File: config.mk
export PLATFORM = sky130hd
export DESIGN_NAME = lector_fifos_salida_flat
export DESIGN_NICKNAME = d
export VERILOG_FILES = /design/src/rtl/lector_fifos_salida_if.sv /design/src/rtl/lector_fifos_salida.sv /design/src/flat_wrapper.sv
export SDC_FILE = /design/constraint.sdc
export NUM_CORES = 1
export LEC_CHECK = 0
export ABC_AREA = 0
export CORE_ASPECT_RATIO = 0.9
export CORE_MARGIN = 5
export CORE_UTILIZATION = 43
export DETAILED_ROUTE_END_ITERATION = 7
export GPL_TIMING_DRIVEN = 0
export PLACE_DENSITY_LB_ADDON = 0.25
export SYNTH_ARGS = -nofsm -noshare
export SYNTH_HDL_FRONTEND = slang
export SYNTH_SLANG_ARGS = --single-unit
File: constraint.sdc
create_clock -name clk -period 2.7 [get_ports clk]
set_clock_uncertainty 0.1 [all_clocks]
set_input_delay 0.54 -clock clk [delete_from_list [all_inputs] [get_ports clk]]
set_output_delay 0.54 -clock clk [all_outputs]
set_load 0.005 [all_outputs]
File: src/rtl/lector_fifos_salida_if.sv
// rtl/lector_fifos_salida_if.sv - FIFO-side and result-side signal bundle of the output FIFO reader
interface lector_fifos_salida_if #(
    parameter int data_width = 10,
    parameter int cnt_width  = 8
);
    logic [7:0]            empty_fifos;
    logic [data_width-1:0] FIFO_data_out4;
    logic [data_width-1:0] FIFO_data_out5;
    logic [data_width-1:0] FIFO_data_out6;
    logic [data_width-1:0] FIFO_data_out7;
    logic                  hold;
    logic                  pop4;
    logic                  pop5;
    logic                  pop6;
    logic                  pop7;
    logic [data_width-1:0] data_out;
    logic                  data_valid;
    logic [1:0]            chan_out;
    logic [cnt_width-1:0]  cnt4;
    logic [cnt_width-1:0]  cnt5;
    logic [cnt_width-1:0]  cnt6;
    logic [cnt_width-1:0]  cnt7;
    logic                  dest_err;
    logic [cnt_width-1:0]  err_cnt;

    modport master (
        input  empty_fifos, FIFO_data_out4, FIFO_data_out5, FIFO_data_out6, FIFO_data_out7, hold,
        output pop4, pop5, pop6, pop7, data_out, data_valid, chan_out,
        output cnt4, cnt5, cnt6, cnt7, dest_err, err_cnt
    );

    modport slave (
        output empty_fifos, FIFO_data_out4, FIFO_data_out5, FIFO_data_out6, FIFO_data_out7, hold,
        input  pop4, pop5, pop6, pop7, data_out, data_valid, chan_out,
        input  cnt4, cnt5, cnt6, cnt7, dest_err, err_cnt
    );
endinterface

File: src/rtl/lector_fifos_salida.sv
// rtl/lector_fifos_salida.sv - round-robin reader of output FIFOs 4-7 with per-channel counters
// Define LECTOR_DEST_CHECK_EN to build the destination-field check (dest_err/err_cnt).
module lector_fifos_salida #(
    parameter int data_width = 10,
    parameter int cnt_width  = 8
) (
    input  logic                 clk,
    input  logic                 reset,
    lector_fifos_salida_if.master bus
);
    typedef enum logic [1:0] {IDLE = 2'd0, POP = 2'd1, CAPTURE = 2'd2} state_t;

    localparam logic [cnt_width-1:0] CNT_MAX = '1;
    localparam logic [cnt_width-1:0] CNT_ONE = {{(cnt_width-1){1'b0}}, 1'b1};

    state_t                state_q, state_d;
    logic [1:0]            ptr_q, ptr_d;
    logic [1:0]            sel_q, sel_d;
    logic [3:0]            pop_q, pop_d;
    logic [data_width-1:0] data_q, data_d;
    logic                  valid_q, valid_d;
    logic [1:0]            chan_q, chan_d;
    logic [cnt_width-1:0]  cnt_q [4];
    logic [cnt_width-1:0]  cnt_d [4];

    logic [3:0]            nonempty;
    logic [1:0]            base;
    logic [1:0]            pick;
    logic                  found;
    logic                  eligible;
    logic [data_width-1:0] word;
    logic                  unused_empty;

    assign nonempty     = ~bus.empty_fifos[7:4];
    assign unused_empty = ^bus.empty_fifos[3:0];

    // In CAPTURE the pointer has not been written yet, so search from sel+1 directly.
    always_comb begin
        base     = (state_q == CAPTURE) ? sel_q + 2'd1 : ptr_q;
        pick     = base;
        found    = 1'b0;
        for (int i = 0; i < 4; i++) begin
            if (!found && nonempty[base + 2'(i)]) begin
                pick  = base + 2'(i);
                found = 1'b1;
            end
        end
        eligible = found && !bus.hold;
    end

    always_comb begin
        word = bus.FIFO_data_out4;
        case (sel_q)
            2'd1:    word = bus.FIFO_data_out5;
            2'd2:    word = bus.FIFO_data_out6;
            2'd3:    word = bus.FIFO_data_out7;
            default: word = bus.FIFO_data_out4;
        endcase
    end

    always_comb begin
        state_d = state_q;
        ptr_d   = ptr_q;
        sel_d   = sel_q;
        pop_d   = 4'b0000;
        data_d  = data_q;
        valid_d = 1'b0;
        chan_d  = chan_q;
        cnt_d   = cnt_q;
        unique case (state_q)
            IDLE: begin
                if (eligible) begin
                    state_d = POP;
                    sel_d   = pick;
                    pop_d   = 4'b0001 << pick;
                end
            end
            POP: state_d = CAPTURE;
            CAPTURE: begin
                data_d  = word;
                chan_d  = sel_q;
                valid_d = 1'b1;
                if (cnt_q[sel_q] != CNT_MAX) begin
                    cnt_d[sel_q] = cnt_q[sel_q] + CNT_ONE;
                end
                ptr_d = sel_q + 2'd1;
                if (eligible) begin
                    state_d = POP;
                    sel_d   = pick;
                    pop_d   = 4'b0001 << pick;
                end else begin
                    state_d = IDLE;
                end
            end
            default: state_d = IDLE;
        endcase
    end

    always_ff @(posedge clk) begin
        if (reset) begin
            state_q <= IDLE;
            ptr_q   <= 2'd0;
            sel_q   <= 2'd0;
            pop_q   <= 4'b0000;
            data_q  <= '0;
            valid_q <= 1'b0;
            chan_q  <= 2'd0;
            for (int i = 0; i < 4; i++) begin
                cnt_q[i] <= '0;
            end
        end else begin
            state_q <= state_d;
            ptr_q   <= ptr_d;
            sel_q   <= sel_d;
            pop_q   <= pop_d;
            data_q  <= data_d;
            valid_q <= valid_d;
            chan_q  <= chan_d;
            cnt_q   <= cnt_d;
        end
    end

`ifdef LECTOR_DEST_CHECK_EN
    logic                 err_q;
    logic [cnt_width-1:0] err_cnt_q;
    logic                 mismatch;

    assign mismatch = (state_q == CAPTURE) && (word[data_width-1 -: 2] != sel_q);

    always_ff @(posedge clk) begin
        if (reset) begin
            err_q     <= 1'b0;
            err_cnt_q <= '0;
        end else if (mismatch) begin
            err_q <= 1'b1;
            if (err_cnt_q != CNT_MAX) begin
                err_cnt_q <= err_cnt_q + CNT_ONE;
            end
        end
    end

    assign bus.dest_err = err_q;
    assign bus.err_cnt  = err_cnt_q;
`else
    assign bus.dest_err = 1'b0;
    assign bus.err_cnt  = '0;
`endif

    assign bus.pop4       = pop_q[0];
    assign bus.pop5       = pop_q[1];
    assign bus.pop6       = pop_q[2];
    assign bus.pop7       = pop_q[3];
    assign bus.data_out   = data_q;
    assign bus.data_valid = valid_q;
    assign bus.chan_out   = chan_q;
    assign bus.cnt4       = cnt_q[0];
    assign bus.cnt5       = cnt_q[1];
    assign bus.cnt6       = cnt_q[2];
    assign bus.cnt7       = cnt_q[3];
endmodule

File: src/flat_wrapper.sv
// flat-port wrapper written by rule: the top's interface ports become plain ports
module lector_fifos_salida_flat 
#(
    parameter int data_width = 10,
    parameter int cnt_width  = 8
)
  (clk, reset, bus_empty_fifos, bus_FIFO_data_out4, bus_FIFO_data_out5, bus_FIFO_data_out6, bus_FIFO_data_out7, bus_hold, bus_pop4, bus_pop5, bus_pop6, bus_pop7, bus_data_out, bus_data_valid, bus_chan_out, bus_cnt4, bus_cnt5, bus_cnt6, bus_cnt7, bus_dest_err, bus_err_cnt);
  lector_fifos_salida_if #(.data_width(data_width), .cnt_width(cnt_width)) bus_i ();
  input  logic clk;
  input  logic reset;
  input wire logic [$bits(bus_i.empty_fifos)-1:0] bus_empty_fifos;
  input wire logic [$bits(bus_i.FIFO_data_out4)-1:0] bus_FIFO_data_out4;
  input wire logic [$bits(bus_i.FIFO_data_out5)-1:0] bus_FIFO_data_out5;
  input wire logic [$bits(bus_i.FIFO_data_out6)-1:0] bus_FIFO_data_out6;
  input wire logic [$bits(bus_i.FIFO_data_out7)-1:0] bus_FIFO_data_out7;
  input wire logic [$bits(bus_i.hold)-1:0] bus_hold;
  output wire logic [$bits(bus_i.pop4)-1:0] bus_pop4;
  output wire logic [$bits(bus_i.pop5)-1:0] bus_pop5;
  output wire logic [$bits(bus_i.pop6)-1:0] bus_pop6;
  output wire logic [$bits(bus_i.pop7)-1:0] bus_pop7;
  output wire logic [$bits(bus_i.data_out)-1:0] bus_data_out;
  output wire logic [$bits(bus_i.data_valid)-1:0] bus_data_valid;
  output wire logic [$bits(bus_i.chan_out)-1:0] bus_chan_out;
  output wire logic [$bits(bus_i.cnt4)-1:0] bus_cnt4;
  output wire logic [$bits(bus_i.cnt5)-1:0] bus_cnt5;
  output wire logic [$bits(bus_i.cnt6)-1:0] bus_cnt6;
  output wire logic [$bits(bus_i.cnt7)-1:0] bus_cnt7;
  output wire logic [$bits(bus_i.dest_err)-1:0] bus_dest_err;
  output wire logic [$bits(bus_i.err_cnt)-1:0] bus_err_cnt;
  assign bus_i.empty_fifos = bus_empty_fifos;
  assign bus_i.FIFO_data_out4 = bus_FIFO_data_out4;
  assign bus_i.FIFO_data_out5 = bus_FIFO_data_out5;
  assign bus_i.FIFO_data_out6 = bus_FIFO_data_out6;
  assign bus_i.FIFO_data_out7 = bus_FIFO_data_out7;
  assign bus_i.hold = bus_hold;
  assign bus_pop4 = bus_i.pop4;
  assign bus_pop5 = bus_i.pop5;
  assign bus_pop6 = bus_i.pop6;
  assign bus_pop7 = bus_i.pop7;
  assign bus_data_out = bus_i.data_out;
  assign bus_data_valid = bus_i.data_valid;
  assign bus_chan_out = bus_i.chan_out;
  assign bus_cnt4 = bus_i.cnt4;
  assign bus_cnt5 = bus_i.cnt5;
  assign bus_cnt6 = bus_i.cnt6;
  assign bus_cnt7 = bus_i.cnt7;
  assign bus_dest_err = bus_i.dest_err;
  assign bus_err_cnt = bus_i.err_cnt;
  lector_fifos_salida #(.data_width(data_width), .cnt_width(cnt_width)) u_core (.clk(clk), .reset(reset), .bus(bus_i));
endmodule
Word level (Yosys, flattened, before mapping)
Index checks and enable logic that the tools add are counted.
{"block": "word_totals", "mem_count": 0, "ramBits": 0, "wordCells": 75, "romBits": 0, "latch_bits": 0, "reg_bits": 55}
{"block": "op_classes", "n_bitwise": 4, "order_cmp": 6, "reduce_logical": 14, "mux": 27, "n_eq_ne": 7, "n_shift": 1, "mul": 0, "add_sub_neg": 5, "div_mod_pow": 0}
{"operator": "$bwmux 32", "n": 1}
{"operator": "$pmux 10 s3", "n": 1}
{"operator": "$mux 8", "n": 3}
{"operator": "$bmux 8 s2", "n": 1}
{"operator": "$demux 8 s2", "n": 1}
{"operator": "$lt 2x3->1 const B", "n": 4}
{"operator": "$mux 1", "n": 10}
{"operator": "$mux 2", "n": 5}
{"operator": "$add 8x1->8 const B", "n": 1}
{"operator": "$bmux 1 s2", "n": 4}
{"operator": "$ne 8x8->1 const B", "n": 1}
{"operator": "$eq 2x2->1 const B", "n": 3}
{"operator": "$pmux 2 s3", "n": 1}
{"operator": "$logic_and 1x1->1", "n": 5}
{"operator": "$add 2x1->2 const B", "n": 2}
{"operator": "$add 2x2->2 const B", "n": 2}
{"operator": "$eq 2x1->1 const B", "n": 2}
{"operator": "$logic_not 1->1", "n": 4}
{"operator": "$not 4->4", "n": 1}
{"operator": "$reduce_and 2->1", "n": 2}
{"operator": "$shl 1x2->4 const A", "n": 1}
{"operator": "$ge 3x3->1 const B", "n": 1}
{"operator": "$lt 3x1->1 const B", "n": 1}
{"operator": "$not 2->3", "n": 1}
{"operator": "5 further kinds", "n": 6}

Depth between registers and ports, before layout
Gate-level depths: netlist of run 1.
{"block": "depth", "ltp_word": 17, "ltp_mapped": 9, "ltp_nobuf": 7}

Worst setup path after synthesis of run 1
Ideal clock, no wire load.
{"block": "synth_timing", "kind": "register to register", "start": "register u_core.sel_q[0]", "end": "register u_core.cnt_q (netlist bit u_core.bus.cnt4[4])", "period_less_slack_ns": 2.432, "arrival_time_ns": 2.247, "t_required_ns": 2.514, "setup_slack_ns": 0.268, "path_stages_with_launch": 10, "path_buffers": 3, "path_cell_list": "dfxtp_1 > buf_6 > mux4_1 > ha_1 > nand4_2 > and3_1 > buf_6 > buf_8 > nor2_1 > a211oi_1"}
{"block": "synth_via", "elab_chain_cells": 6, "elab_cells_between_ends": 13}
{"element": "start, declared", "line": "lector_fifos_salida.sv:18", "text": "logic [1:0] sel_q, sel_d;"}
{"element": "start signal, assigned", "line": "lector_fifos_salida.sv:114", "text": "sel_q <= sel_d;"}
{"element": "$not 2->3 (not written as such) (*)", "line": "lector_fifos_salida.sv:83, lector_fifos_salida.sv:84"}
{"element": "$bmux 8 s2, or another cell as far along", "line": "lector_fifos_salida.sv:83, lector_fifos_salida.sv:84"}
{"element": "$mux 8 (not written as such) / $logic_and 1x1->1 (equally long branches)", "line": "lector_fifos_salida.sv:83, lector_fifos_salida.sv:84"}
{"element": "$mux 8, on equally long branches", "line": "lector_fifos_salida.sv:83, lector_fifos_salida.sv:84"}
{"element": "$add 8x1->8, or another cell as far along", "line": "lector_fifos_salida.sv:84", "text": "cnt_d[sel_q] = cnt_q[sel_q] + CNT_ONE;"}
{"element": "$bwmux 32 / $reduce_and 2->1 (equally long branches)"}
{"element": "end signal, assigned", "line": "lector_fifos_salida.sv:119", "text": "cnt_q <= cnt_d;"}
{"element": "end, declared", "line": "lector_fifos_salida.sv:23", "text": "logic [cnt_width-1:0] cnt_q [4];"}
Mark *: on every way between the ends. The rest lies on a longest branch, timed or not. The select of a mux whose other input is x is not followed.
A chain may end at the register's enable or synchronous reset.

Worst setup path in the final report of run 1
{"block": "layout_timing", "start": "register u_core.sel_q[0]", "end": "register u_core.cnt_q (netlist bit u_core.bus.cnt6[6])"}
Same word-level chain as after synthesis.

==> results of run 1 <==
## power by group
group          internal [mW]  switching (mW)  total (mW)  leakage [nW]
clock network          0.174           0.250       0.424        0.0371
registers              0.828          0.0128       0.841         0.445
logic                  0.142           0.120       0.262         0.907
total                   1.14           0.382        1.53          1.39
## stage by stage
stage	TNS, ns	hold slack (ns)
2_1_floorplan	0	0.328
5_1_grt	0	0.374
4_1_cts	0	0.360
3_3_place_gp	-0.245	0.337
3_5_place_dp	-0.726	0.348
6_report	0	0.355
## synth_stat cells, drive strengths merged (4+ instances only)
master / count
dfxtp: 55
a211oi: 29
mux2i: 6
mux4: 8
inv: 4
a222oi: 10
clkbuf: 14
nand2: 41
ha: 6
buf: 19
a21oi: 16
o21ai: 13
xor2: 5
and3: 4
nor2: 38
## layer usage
layer,global-route usage [%],wire (um)
met3,4.79,619
met1,25.6,3550
met4,7.22,127
met2,32.1,3640
met5,0,0
## worst max-delay path, stage by stage, from the launching register on
cell	delay [ns]
dfxtp_2	0.41
buf_6	0.19
mux4_2	0.61
ha_2	0.28
nand4_2	0.11
and3_1	0.18
buf_6	0.13
buf_8	0.14
nor2_1	0.04
a211oi_1	0.21
## final cells by class
cell class              instances  area (um^2)  share of cell area [%]
clock buffers                   6         72.6                    1.88
multi-input cells             206         1380                    35.8
plain buffers                  33          241                    6.25
flip-flops and latches         55         1100                    28.5
inverters                       4         15.0                   0.388
repair buffers                 94          941                    24.3
well taps                      87          109                    2.82
## state kept, by name, summed over array words and instances (netlist names)
signal / count
u_core.bus.cnt5: 8
u_core.sel_q: 2
u_core.bus.cnt6: 8
u_core.bus.cnt4: 8
u_core.ptr_q: 2
u_core.pop_q: 4
u_core.bus.data_out: 10
u_core.bus.cnt7: 8
u_core.state_q: 2
u_core.bus.data_valid: 1
u_core.bus.chan_out: 2
## cells in the final DEF, fill, tap and decap left out, types with 2 or more instances in the layout
cell type	netlist	final
clkbuf_1	14	15
o21ai_0	13	13
xor2_1	5	5
mux2i_1	6	5
conb_1	1	9
nor2b_1	2	2
mux4_1	6	5
a211oi_1	24	24
nand2_1	41	41
a211oi_2	5	5
nand3_1	2	2
nor2_1	38	38
clkdlybuf4s50_1	0	94
buf_4	9	9
nor3b_1	2	2
and3_1	4	4
dfxtp_1	55	54
inv_1	4	4
buf_6	5	5
ha_1	6	5
buf_8	4	4
a222oi_1	10	10
a21oi_1	16	16
nand3b_1	2	2
clkbuf_8	0	5
and2_1	2	2
mux4_2	2	3
## path summary, 6_finish.rpt
path | startpoint | to | cells after the start
worst max-delay path | u_core.sel_q[0] | u_core.bus.cnt6[6] | 9
worst min-delay path | u_core.bus.data_out[2] | u_core.bus.data_out[2] | 2
worst max register to register | u_core.sel_q[0] | u_core.bus.cnt6[6] | 9
worst min register to register | u_core.bus.data_out[2] | u_core.bus.data_out[2] | 2
## repair_timing
action,in CTS,in global routing
hold endpoints to repair,0,0
cloned,0,0
resized for setup,1,3
setup endpoints to repair,13,15
## cell families after synthesis
logic type / Yosys count
AND/OR/NAND/NOR: 99
AO/OA/AOI/OAI: 72
flip-flops: 55
buffers and inverters: 37
multiplexers: 14
adder cells (fa/ha/maj): 6
XOR/XNOR: 6
other: 1
==> flow_metrics.py, run 1 <==
metrics = {
    "global_routing": {
        "first_global_vias": 2541,
        "global_route.overflow_total": 0,
        "grt_antenna_before_repair": 0,
        "groute.usage.overall_pct": 19.8,
        "grt_start_max_net_pins": 15,
        "grt_pass1_wl_um": 12500,
    },
    "hold_path": {
        "hold_path_class": "register to register",
    },
    "sta": {
        "min_period_ns": 2.49,
        "report.final.setup_viol": 0,
        "achievable-frequency_mhz": 401,
        "max_slew_headroom_pct": 57.1,
        "hold_violations": 0,
        "setup_slack_ns": 0.207,
        "max_slew.worst_pin.slew_ns": 0.643,
        "count_of_final_max_slew_check_failures": 0,
        "rsz0062_at_grt": "no",
        "fin_crit_sh_pct": 92.3,
    },
    "cells_and_area": {
        "fraction_of_layout_instances_using_a_drive_strength_above_1_pct": 9.30,
        "layout.core_utilization_pct": 63.2,
        "area_delta_synth_final_pct": 42.7,
        "fin_area_um2": 3860,
        "n_diodes": 0,
        "final-instance-count-excl-fill": 485,
        "fillerInstances": 516,
        "finish.net_count": 456,
    },
    "yosys": {
        "synth_simple_gate_area_share_pct": 16.2,
        "synth.yosys.warnings": 0,
        "synth_edf_count": 0,
        "synth_top_cell_by_area": "dfxtp_1",
        "post_synth_mux_area_share_pct": 9.70,
        "netlist-cell-type-count": 37,
        "synth_cells": 290,
        "ys_dominant_reg_cell": "dfxtp_1",
        "synth_seq_area_share_pct": 40.6,
        "post_synth_adder_cell_area_pct": 2.77,
        "syn-cell-area_um2": 2710,
        "combinational_family_with_the_most_area_after_synthesis": "compound AO/OA/AOI/OAI gates",
        "yosys.area.top_type_share_pct": 40.6,
        "synth_xor_xnor_area_share_pct": 1.94,
        "area_contributors_post_synth": "dfxtp_1, a211oi_1, mux4_1",
        "synth_compound_area_share_pct": 19.2,
        "mean_cell_area_of_the_mapped_netlist_um2": 9.34,
        "synth_seq_cells": 55,
        "asyncSetResetFlopFracSynth_pct": 0,
    },
    "route": {
        "routed_via_density": 5.16,
        "detailroute.via_count": 2501,
        "dr.first_iter.drc_count": 187,
        "detail_route.wirelength_um": 7930,
        "drt_pre_antenna_iters": 5,
        "wl_per_cell_um": 16.3,
        "ant_nets": 0,
        "remaining_drc_errors": 0,
    },
    "cts": {
        "cts_hold_buffers": 0,
        "cts_buf_count": 5,
        "clock_latency_on_the_worst_skew_pair_ns": 0.31,
        "clockBufferDepth": 2,
        "cts.sink_count": 55,
        "cts_setup_buffers": 0,
        "clock_tree_from_tritoncts": "done",
        "root_buffer": "clkbuf_8",
        "h-tree-depth": 2,
        "clkTransAtPathRegs_ns": 0.09,
    },
    "worst_setup_path": {
        "setup.worst_path.start_class": "register",
        "crit_fanout": 10,
        "critical_path_arrival_ns": 2.61,
        "setup.worst_path.class": "register to register",
        "ff2ff_setup_slack_ns": 0.21,
        "required_ns": 2.82,
        "crit_path_end_kind": "register",
    },
    "die": {
        "row_count": 27,
        "die_h_um": 85.3,
        "boundaryPins": 109,
        "die_area_um2": 7990,
        "effective_utilization_at_floorplan_pct": 44.3,
        "floorplan.die.width_um": 93.7,
        "core_region_area_um2": 6110,
    },
    "placement": {
        "detailedPlace.worstSlack_ns": -0.0747,
        "placed_cell_area_um2": 3790,
        "buffer_ports.inserted": 94,
        "place_hpwl_um": 5980,
        "gp_weighted_congestion": 0.832,
        "place_inst": 479,
    },
    "power_and_ir_drop": {
        "p_total_mw": 1.53,
        "power.static_leakage_nw": 1.39,
        "ir_worst_vdd_mv": 0.306,
        "power-per-cell-area_nw_per_um2": 395,
    },
    "run": {
        "max_cap_viol_count": 0,
    },
    "status": {
        "outcome": "finished clean",
    },
}
No activity file was read; power rests on OpenSTA's default activity.
==> run 2, diff against run 1 <==
--- a/config.mk
+++ b/config.mk
@@ -15,3 +15,4 @@
 export SYNTH_ARGS = -nofsm -noshare
 export SYNTH_HDL_FRONTEND = slang
 export SYNTH_SLANG_ARGS = --single-unit
+export TNS_END_PERCENT = 100
==> results of run 2 <==
Same layout as run 1: the final DEF is identical, and so are final timing and power.
